===== src/rtl/cacheline_burst_adapter.sv =====
// Cacheline <-> burst-memory adapter: splits a LINE_BITS write into BEAT_BITS beats and
// assembles read beats into a line. Define BURST_ADAPTER_PERF_EN to enable perf counters.
module cacheline_burst_adapter #(
   parameter int unsigned LINE_BITS = 256,
   parameter int unsigned BEAT_BITS = 64
) (
   input  logic                 clk,
   input  logic                 rst,
   input  logic [31:0]          dfp_addr,
   input  logic                 dfp_read,
   input  logic                 dfp_write,
   input  logic [LINE_BITS-1:0] dfp_wdata,
   output logic [LINE_BITS-1:0] dfp_rdata,
   output logic                 dfp_resp,
   output logic [31:0]          bmem_addr,
   output logic                 bmem_read,
   output logic                 bmem_write,
   output logic [BEAT_BITS-1:0] bmem_wdata,
   input  logic                 bmem_ready,
   input  logic [BEAT_BITS-1:0] bmem_rdata,
   input  logic                 bmem_rvalid,
   output logic                 protocol_err,
   output logic [31:0]          perf_rd_cnt,
   output logic [31:0]          perf_wr_cnt
);

   localparam int unsigned BEATS = LINE_BITS / BEAT_BITS;
   localparam int unsigned CNT_W = (BEATS > 1) ? $clog2(BEATS) : 1;
   localparam int unsigned IDX_W = $clog2(LINE_BITS);

   typedef enum logic [2:0] {
      IDLE,
      WR_BURST,
      RD_REQ,
      RD_COLLECT,
      RESP
   } state_t;

   state_t                 r_state;
   state_t                 w_next;
   logic [31:0]            r_addr;
   logic [LINE_BITS-1:0]   r_line;
   logic [LINE_BITS-1:0]   r_rdata;
   logic [CNT_W-1:0]       r_cnt;
   logic                   r_err;
   logic                   w_last;
   logic                   w_accept;
   logic [IDX_W-1:0]       w_base;
   logic                   w_unused_addr;

   // low address bits select a byte within the line and are intentionally dropped
   assign w_unused_addr = ^dfp_addr[4:0];

   assign w_last   = (r_cnt == CNT_W'(BEATS - 1));
   assign w_accept = dfp_write | dfp_read;
   assign w_base   = IDX_W'(r_cnt) * IDX_W'(BEAT_BITS);

   assign dfp_rdata    = r_rdata;
   assign protocol_err = r_err;

   always_ff @(posedge clk) begin
      if (rst) r_state <= IDLE;
      else     r_state <= w_next;
   end

   // next-state and bus-side decode
   always_comb begin
      w_next     = r_state;
      bmem_read  = 1'b0;
      bmem_write = 1'b0;
      bmem_wdata = '0;
      bmem_addr  = '0;
      dfp_resp   = 1'b0;
      case (r_state)
         IDLE: begin
            if (dfp_write)     w_next = WR_BURST;
            else if (dfp_read) w_next = RD_REQ;
         end
         WR_BURST: begin
            bmem_addr  = r_addr;
            bmem_write = 1'b1;
            bmem_wdata = r_line[w_base +: BEAT_BITS];
            if (bmem_ready && w_last) w_next = RESP;
         end
         RD_REQ: begin
            bmem_addr = r_addr;
            bmem_read = 1'b1;
            if (bmem_ready) w_next = RD_COLLECT;
         end
         RD_COLLECT: begin
            bmem_addr = r_addr;
            if (bmem_rvalid && w_last) w_next = RESP;
         end
         RESP: begin
            bmem_addr = r_addr;
            dfp_resp  = 1'b1;
            w_next    = IDLE;
         end
         default: w_next = IDLE;
      endcase
   end

   // request latch, beat counter, read-line assembly and sticky error
   always_ff @(posedge clk) begin
      if (rst) begin
         r_addr  <= '0;
         r_line  <= '0;
         r_rdata <= '0;
         r_cnt   <= '0;
         r_err   <= 1'b0;
      end else begin
         if (bmem_rvalid && (r_state != RD_COLLECT)) r_err <= 1'b1;
         case (r_state)
            IDLE: begin
               if (w_accept) begin
                  r_addr <= {dfp_addr[31:5], 5'b0};
                  r_line <= dfp_wdata;
                  r_cnt  <= '0;
               end
            end
            WR_BURST: begin
               if (bmem_ready) r_cnt <= r_cnt + CNT_W'(1);
            end
            RD_COLLECT: begin
               if (bmem_rvalid) begin
                  r_rdata[w_base +: BEAT_BITS] <= bmem_rdata;
                  r_cnt                        <= r_cnt + CNT_W'(1);
               end
            end
            default: ;
         endcase
      end
   end

`ifdef BURST_ADAPTER_PERF_EN
   logic        r_is_wr;
   logic [31:0] r_rd_cnt;
   logic [31:0] r_wr_cnt;

   // completed-line counters, bumped as the response is issued
   always_ff @(posedge clk) begin
      if (rst) begin
         r_is_wr  <= 1'b0;
         r_rd_cnt <= '0;
         r_wr_cnt <= '0;
      end else begin
         if ((r_state == IDLE) && w_accept) r_is_wr <= dfp_write;
         if (r_state == RESP) begin
            if (r_is_wr) r_wr_cnt <= r_wr_cnt + 32'd1;
            else         r_rd_cnt <= r_rd_cnt + 32'd1;
         end
      end
   end

   assign perf_rd_cnt = r_rd_cnt;
   assign perf_wr_cnt = r_wr_cnt;
`else
   assign perf_rd_cnt = '0;
   assign perf_wr_cnt = '0;
`endif

endmodule

===== config.mk =====
export PLATFORM = sky130hd
export DESIGN_NAME = cacheline_burst_adapter
export DESIGN_NICKNAME = d
export VERILOG_FILES = /design/src/rtl/cacheline_burst_adapter.sv
export SDC_FILE = /design/constraint.sdc
export NUM_CORES = 1
export LEC_CHECK = 0
export ABC_AREA = 0
export ABC_CLOCK_PERIOD_IN_PS = 2300
export CORE_AREA = 2 2 306 308
export DETAILED_ROUTE_END_ITERATION = 12
export DIE_AREA = 0 0 308 310
export PLACE_DENSITY = 0.62
export SYNTH_ARGS = -nofsm -noshare
export SYNTH_HDL_FRONTEND = slang
export SYNTH_SLANG_ARGS = --single-unit

===== constraint.sdc =====
create_clock -name clk -period 2.3 [get_ports clk]
set_input_delay 0.345 -clock clk [delete_from_list [all_inputs] [get_ports clk]]
set_output_delay 0.345 -clock clk [all_outputs]
set_load 0.1 [all_outputs]

======== After elaboration in Yosys (flattened, before gate mapping) ========
Cells that the tools add are included.
storage, ports and cells
  flip-flop bits (word level) ............. 545
  bits in latches ......................... 0
  bits in writable memories ............... 0
  bits in read-only memories .............. 0
  logic and storage cells ................. 51
  memories kept ........................... 0
cells by class
  add/subtract/negate cells ............... 2
  multipliers ............................. 0
  divide/modulo/power cells ............... 0
  $lt $le $gt $ge ......................... 0
  equal/unequal tests ..................... 13
  shift operators ......................... 3
  muxes and demuxes ....................... 16
  bitwise gates (word level) .............. 1
  reduce and logical (&&, ||, !) cells .... 10
operators with widths
  cell                                                     count
  bitwise mux 256 bit                                      1
  variable shift 64 x 10 -> 256 bit, first input constant  1
  indexed part select 256 x 9 -> 64 bit                    1
  indexed part select 64 x 10 -> 256 bit                   1
  2-to-1 mux 64 bit                                        1
  2-to-1 mux 32 bit                                        1
  2-to-1 mux 3 bit                                         5
  inequality test 2 bit, second input constant             6
  one-hot mux 3 bit (4 select lines)                       1
  negation 8 -> 10 bit                                     1
  AND reduction 4 bit                                      2
  equality test 3 x 2 -> 1 bit, second input constant      2
  2-to-1 mux 2 bit                                         3
  one-hot mux 2 bit (3 select lines)                       1
  AND reduction 2 bit                                      2
  OR reduction 4 bit                                       1
  equality test 3 x 1 -> 1 bit, second input constant      1
  equality test 3 bit, second input constant               1
  logical AND 1 bit                                        3
  zero test 3 bit                                          1
  2-to-1 mux 1 bit                                         3
  inequality test 3 x 2 -> 1 bit, second input constant    1
  inequality test 3 bit, second input constant             1
  nonzero test 3 bit                                       1
  other kinds (3)                                          3

======== Longest topological paths before layout ========
Gate-level depths: netlist of the first run.
  depth in word-level cells ............... 4
  mapped depth ............................ 9
  gate-level depth less buffers ........... 5

======== Worst setup path before layout of the first run ========
OpenSTA, ideal clock, no wires.
  path kind ............................... reg-to-output
  from .................................... reg r_state[1]
  to ...................................... out bmem_read
  data arrival time ....................... 2749 ps
  required time ........................... 1955 ps
  setup slack ............................. -794 ps
  cell stages (with the launch flop) ...... 5
  buffers on the path ..................... 2
  cells stage by stage .................... dfxtp_1 buf_2 inv_1 clkbuf_1 nor3_1
on the way
  cells in the longest elaborated chain, start to end .. 2
RTL lines
  element                       line  text
  start: declaration            39    state_t r_state;
  start signal: assignment      63    else r_state <= w_next;
  equality test 3 x 2 -> 1 bit  74    case (r_state)
  2-to-1 mux 1 bit              74
  end: declaration              16    output logic bmem_read,
Every way passes these cells.

======== Worst setup path after layout of the first run ========
  from .................................... reg r_cnt[0]
  to ...................................... out bmem_wdata[0]
on the way
  cells in the longest elaborated chain, start to end .. 2
RTL lines
  element                                line  text
  start: declaration                     44    logic [CNT_W-1:0] r_cnt;
  start signal: assignment               122   if (bmem_ready) r_cnt <= r_cnt + CNT_W'(1);
  start signal: assignment               127   r_cnt <= r_cnt + CNT_W'(1);
  indexed part select 256 x 9 -> 64 bit  82    bmem_wdata = r_line[w_base +: BEAT_BITS];
  2-to-1 mux 64 bit                      74
  end: declaration                       18    output logic [BEAT_BITS-1:0] bmem_wdata,
Every way passes these cells.

==> reports/metrics.csv, run 1 <==
metric;value;unit
fin_crit;2.60;ns
startpoint;r_cnt[0];
async_flop_share;0;%
slew_viol_final;0;
seqCellArea;0.0109;mm2
avgRoutedWirePerCell;21.3;um
tightest_slew;0.608;ns
internal_power;19.4;mW
most-common-layout-cells;nand2b_1 (759), dfxtp_1 (540), clkdlybuf4s50_1 (351), buf_4 (325), mux2i_1 (287);
grtUsageTotal;19.5;%
syn_avg_cell_area;9.57;um2
tns;-16.85;ns
clk_pin_slew_worst_paths;0.06;ns
die_area;0.0955;mm2
power_density;725;mW/mm2
multi_input_area;0.0144;mm2
clockPowerShare;40.0;%
critPathKind;reg2out;
cts_tree;built;
fp.dieW;308;um
grt_pass1_vias;21800;
cap_violations;0;
fp.dieH;310;um
r2r_start;r_cnt[0];
clkSinkCount;545;
htreeDepth;3;
grt_setup_unrepaired;true;
violations;setup timing;
finalInstanceArea;0.0385;mm2
crit_path_max_fanout;10;
ys.flop_type;dfxtp_1;
clockBufferDepth;3;
synth_cell_types;43;
area_growth;44.4;%
final_layout_size_suffix_gt1_share;22.6;%
relSlewSlack;59.4;%
combPwrFrac;22.8;%
hold_viol_final;0;
synth-seq-area-share;41.0;%
syn_inst;2784;
vias;22800;
grt_max_degree;120;
clock_skew;0.0165;ns
holdCritStartpoint;rst;
synth-edff-count;0;
pin_count;778;
fmax;384;MHz
initial_core_util;28.8;%
crit_path_end_kind;output port;
peakVddDrop;0.550;mV
drc_errors;0;
rows;112;
ant_nets;0;
dp_hpwl;68.5;mm
wl;99.5;mm
yosysWarnings;0;
period_share;113;%
layout.nets;3778;
switching_power;8.47;mW
rrSetupSlack;0.12;ns
place_area;0.0351;mm2
status;finished, violations left;
grt_overflow_total;0;
syn_area;0.0266;mm2
hold_buffers;0;
grt_pass1_wl;142;mm
io_buffers;703;
core;0.0925;mm2
ys_seq_elements;545;
cts_buffers;68;
setup_viol;91;
antenna_found_initial;19;
drt_iter0_drc;1725;
switching_share;30.3;%
layout_commonest_cell;nand2b_1;
critical_path_arrival;2.26;ns
worst_slack;-0.305;ns
p_leak;14.6;nW
cp.required;1.96;ns
worstSkewPairLatency;0.62;ns
seqPwrFrac;37.2;%
drt_first_pass_iters;8;
cts-root-buf;clkbuf_16;
via_per_inst;4.87;
worstHoldPathType;in2reg;
worst_setup_path_start_kind;flip-flop;
place.gp.congestion;0.845;
nFillCells;9046;
## cells in the mapped netlist (all sizes together), types with 2 or more instances
cell      n  area share [%]
nand2b  759              18
dfxtp   545              41
mux2i   287              11
o21ai   256             4.8
nand4   253             5.9
clkbuf  192             2.7
buf     161             5.4
and3     91             2.1
nor2b    68             1.6
a21oi    65             1.2
mux4     64             5.4
ha        5            0.23
inv       4           0.056
and2      3           0.070
nand3     3           0.056
nor2      3            0.10
nor3b     3           0.085
nor3      2           0.038
nor4b     2           0.089
o211ai    2           0.056
or3       2           0.066
or4b      2           0.075
## logic make-up (layout without fill, tap and decap cells)
group / count (synthesis) / after routing / share of synthesized area, %
DFF: 545 / 545 / 41.0
adders and majority gates: 5 / 5 / 0.235
buffers and inverters: 358 / 972 / 8.13
AOI/OAI and AO/OA: 327 / 327 / 6.20
other: 1 / 82 / 0.0141
muxes: 351 / 351 / 16.2
and+or+nand+nor: 1197 / 1197 / 28.3
## layout make-up
cell class / instances / area share, %
timing repair buffer: 846 / 24.2
sequential: 545 / 28.4
inverter: 5 / 0.0553
tap: 1197 / 3.89
clock buffer: 94 / 5.13
clock inverter: 27 / 0.953
antenna: 13 / 0.0845
multi-input combinational: 1949 / 37.3
## final timing paths
check / cells after the start / end
worst max-delay path: 5 / bmem_wdata[0]
worst max register to register: 8 / dfp_rdata[31]
worst min register to register: 2 / protocol_err
worst min-delay path: 2 / dfp_rdata[187]
## power groups by stage
stage / Combinational [mW] / Clock (mW) / Sequential (mW)
6_report: 6.36 / 11.2 / 10.4
3_5_place_dp: 6.04 / 0 / 10.6
2_1_floorplan: 4.09 / 0 / 10.7
3_3_place_gp: 6.02 / 0 / 10.6
4_1_cts: 6.35 / 11.4 / 10.4
5_1_grt: 6.69 / 11.8 / 10.4
## worst max-delay path, stage by stage, from the launching register on
cell	delay [ns]
dfxtp_4	0.37
buf_12	0.17
buf_4	0.16
mux4_2	0.54
and3_4	0.21
buf_12	0.16
## sequential cells by signal, indices dropped and copies added (netlist names)
name and count:
r_state 3, r_addr 27, r_line 256, r_cnt 2
protocol_err 1, dfp_rdata 256
## timing repair
item,in CTS,in global routing
pin swaps,25,25
setup endpoints to repair,92,168
hold endpoints to repair,0,0
cloned,5,8
resized for setup,114,23
buffers inserted,19,7
## metrics by stage
stage	instances	util, %	hold WS [ns]	total power [mW]	worst slack (ns)
after floorplan	2852	-	0.444	14.8	-0.0205
after global placement	4505	37.9	0.442	16.6	0.0852
after detailed placement	4505	37.9	0.450	16.6	0.0448
after CTS	4650	41.3	0.125	28.2	-0.397
after global routing	4672	41.6	0.151	28.9	-0.400
final	4676	41.6	0.176	27.9	-0.305
## layer usage
layer / up-vias / part of all wire, % / global-route usage (%)
met5: - / 0.12 / 0
met4: 16 / 3.6 / 7.93
met3: 171 / 7.8 / 5.42
met2: 885 / 48 / 32.4
met1: 10900 / 41 / 23.8
li1: 10800 / - / -
No activity file was read; power rests on OpenSTA's default activity.
==> run 2: changes to the inputs <==
--- a/config.mk
+++ b/config.mk
@@ -6,10 +6,11 @@
 export NUM_CORES = 1
 export LEC_CHECK = 0
 export ABC_AREA = 0
-export ABC_CLOCK_PERIOD_IN_PS = 2300
-export CORE_AREA = 2 2 306 308
+export ABC_CLOCK_PERIOD_IN_PS = 3200
+export CORE_AREA = 2 2 299 301
+export CTS_CLUSTER_SIZE = 25
 export DETAILED_ROUTE_END_ITERATION = 12
-export DIE_AREA = 0 0 308 310
+export DIE_AREA = 0 0 301 303
 export PLACE_DENSITY = 0.62
 export SYNTH_ARGS = -nofsm -noshare
 export SYNTH_HDL_FRONTEND = slang
==> constraint.sdc (replaced) <==
create_clock -name clk -period 3.2 [get_ports clk]
set_input_delay 0.48 -clock clk [delete_from_list [all_inputs] [get_ports clk]]
set_output_delay 0.48 -clock clk [all_outputs]
set_load 0.1 [all_outputs]
==> run 2 against run 1 <==
Against the previous run:
- the flow now finishes without violations
- critical path depth decreased by 1
- total power decreased by 31%
- worst hold slack improved by 0.20 ns
- first-iteration DRC count decreased by 16%
- sequential share of layout area increased by 1.3 points
- global-route usage increased by 0.53 points
- setup slack improved by 0.49 ns
- clock skew increased by 0.038 ns
- critical path type unchanged
- largest cell class unchanged
- largest power group unchanged
==> reports/metrics.csv, run 2 (synthesis results as in run 1) <==
metric;value;unit;change
worst_slack;0.188;ns;was -0.305 ns
clockPowerShare;39.7;%;was 40.0%
initial_core_util;30.3;%;was 28.8%
drt_iter0_drc;1449;;was 1,725
avgRoutedWirePerCell;21.0;um;was 21.3 um
r2r_start;r_cnt[0];;unchanged
grt_overflow_total;0;;unchanged
nFillCells;8640;;was 9,046
finalNonFillerCells;4564;;was 4,676
rrSetupSlack;0.50;ns;was 0.12 ns
htreeDepth;2;;was 3
crit_path_end_kind;output port;;unchanged
cts-root-buf;clkbuf_16;;unchanged
layout.nets;3691;;was 3,778
clk_pin_slew_worst_paths;0.06;ns;about the same
relSlewSlack;33.2;%;was 59.4%
grt_max_degree;132;;was 120
grt_pass1_wl;141;mm;was 142 mm
cts_tree;built;;unchanged
worstPathCellList;buf_12 -> mux4_2 -> and3_1 -> buf_12;;was buf_12 -> buf_4 -> mux4_2 -> and3_4 -> buf_12
critical_path_arrival;2.53;ns;was 2.26 ns
slew_viol_final;0;;unchanged
dp_hpwl;66.3;mm;was 68.5 mm
cap_violations;0;;unchanged
fin_crit;3.01;ns;
status;completed;;was finished, violations left
via_per_inst;4.87;;about the same
cp.required;2.72;ns;was 1.96 ns
peakVddDrop;0.463;mV;was 0.550 mV
ant_nets;0;;unchanged
rows;109;;was 112
layout_commonest_cell;nand2b_1;;unchanged
setup_viol;0;;was 91
worstSkewPairLatency;0.65;ns;was 0.62 ns
critPathKind;reg2out;;unchanged
power_density;524;mW/mm2;was 725 mW/mm2
fp.dieH;303;um;was 310 um
core;0.0880;mm2;was 0.0925 mm2
io_buffers;703;;unchanged
tns;0;ns;was -16.85 ns
p_leak;13.9;nW;was 14.6 nW
reg2reg_depth;7;;was 8
cts_buffers;61;;was 68
internal_power;13.4;mW;was 19.4 mW
area_growth;37.9;%;was 44.4%
cp_slowest_cell;dfxtp_4;;was mux4_2
worstHoldPathType;in2reg;;unchanged
clockBufferDepth;3;;unchanged
worst_setup_path_start_kind;flip-flop;;unchanged
most-common-layout-cells;nand2b_1 (759), dfxtp_1 (543), clkdlybuf4s50_1 (422), mux2i_1 (287), nand4_1 (253);;was nand2b_1 (759), dfxtp_1 (540), clkdlybuf4s50_1 (351), buf_4 (325), mux2i_1 (287)
wl;96.0;mm;was 99.5 mm
final_layout_size_suffix_gt1_share;15.8;%;was 22.6%
reg2reg_to;dfp_rdata[179];;was dfp_rdata[31]
crit_end;bmem_wdata[29];;was bmem_wdata[0]
pin_count;778;;unchanged
cpPeakStageDelay;0.59;ns;was 0.54 ns
die_area;0.0912;mm2;was 0.0955 mm2
startpoint;r_cnt[0];;unchanged
switching_power;5.82;mW;was 8.47 mW
fp.dieW;301;um;was 308 um
grtUsageTotal;20.0;%;was 19.5%
hold_viol_final;0;;unchanged
placed_cells;4429;;was 4,505
clock_skew;0.0547;ns;was 0.0165 ns
period_share;94.1;%;
crit_top_cell;buf_12;;unchanged
preCtsSetupSlack;0.464;ns;was 0.0448 ns
holdCritStartpoint;rst;;unchanged
grt_setup_unrepaired;false;;was true
fmax;332;MHz;
place.gp.congestion;0.857;;was 0.845
tightest_slew;0.999;ns;was 0.608 ns
crit_path_max_fanout;25;;was 10
drc_errors;0;;unchanged
grt_pass1_vias;21800;;about the same
switching_share;30.2;%;was 30.3%
seqPwrFrac;38.7;%;was 37.2%
hold_buffers;0;;unchanged
combPwrFrac;21.5;%;was 22.8%
vias;22200;;was 22,800
drt_first_pass_iters;7;;was 8
antenna_found_initial;20;;was 19
clkSinkCount;545;;unchanged
-- run 2: cell count changes in the layout (fill, tap and decap cells not counted), moves of 4 or more --
cell	before	now
buf_4	325	231
and3_1	4	91
and3_4	87	0
clkdlybuf4s50_1	351	422
buf_12	145	111
clkbuf_16	76	61
buf_6	12	0
clkinv_2	8	14
diode_2	13	19
buf_16	4	0
bufinv_16	5	9
inv_6	5	1
-- run 2: area by class of cell --
class | count | area, um2 | share of cell area, %
multi-input combinational | 1949 | 13900 | 37.8
clock buffer | 84 | 1740 | 4.74
inverter | 5 | 18.8 | 0.0511
timing repair buffer | 766 | 8210 | 22.4
tap | 1165 | 1460 | 3.97
clock inverter | 31 | 457 | 1.24
antenna | 19 | 47.5 | 0.129
sequential | 545 | 10900 | 29.7
-- run 2: worst max-delay path, delay by kind of cell (launching register included) --
| kind | cells | cell delay, ns |
|---|---|---|
| simple gates | 1 | 0.24 |
| mux | 1 | 0.59 |
| buf+inv | 2 | 0.47 |
| flops | 1 | 0.59 |
-- run 2: what timing repair did --
item / in CTS / in global routing
setup buffers: 1 / 0
endpoints found under the setup margin: 11 / 0
gates resized for setup: 0 / 0
endpoints found under the hold margin: 0 / 0
-- run 2: power groups by stage --
stage | Clock [mW] | Sequential, mW | Combinational, mW
3_5_place_dp | 0 | 7.61 | 4.15
2_1_floorplan | 0 | 7.66 | 2.94
6_report | 7.65 | 7.46 | 4.15
4_1_cts | 7.84 | 7.46 | 4.18
5_1_grt | 8.09 | 7.51 | 4.38
3_3_place_gp | 0 | 7.61 | 4.14
-- run 2: per-stage QoR --
stage,total power [mW],instance area [um2],util (%),hold slack [ns]
floorplan,10.6,26900,-,0.444
global placement,11.7,34500,39.2,0.438
detailed placement,11.8,34500,39.2,0.449
CTS,19.5,36700,41.7,0.348
global route,20.0,36700,41.7,0.377
finish,19.3,36700,41.8,0.376
-- run 2: routing by layer --
| layer | GRT usage, % | vias up | wire length, um |
|---|---|---|---|
| met5 | 0 | - | 76 |
| met4 | 9.01 | 14 | 4190 |
| met3 | 5.33 | 195 | 7680 |
| met2 | 32.9 | 821 | 45400 |
| met1 | 24.6 | 10600 | 38700 |
| li1 | - | 10600 | - |
-- run 2: how the worst min path moves through the flow --
stage	to	slack [ns]	cells past startpoint
detailed placement	protocol_err	0.45	2
finish	protocol_err	0.38	2
floorplan	r_addr[10]	0.44	2
global route	r_line[214]	0.38	3
global placement	protocol_err	0.44	2
CTS	r_line[175]	0.35	3
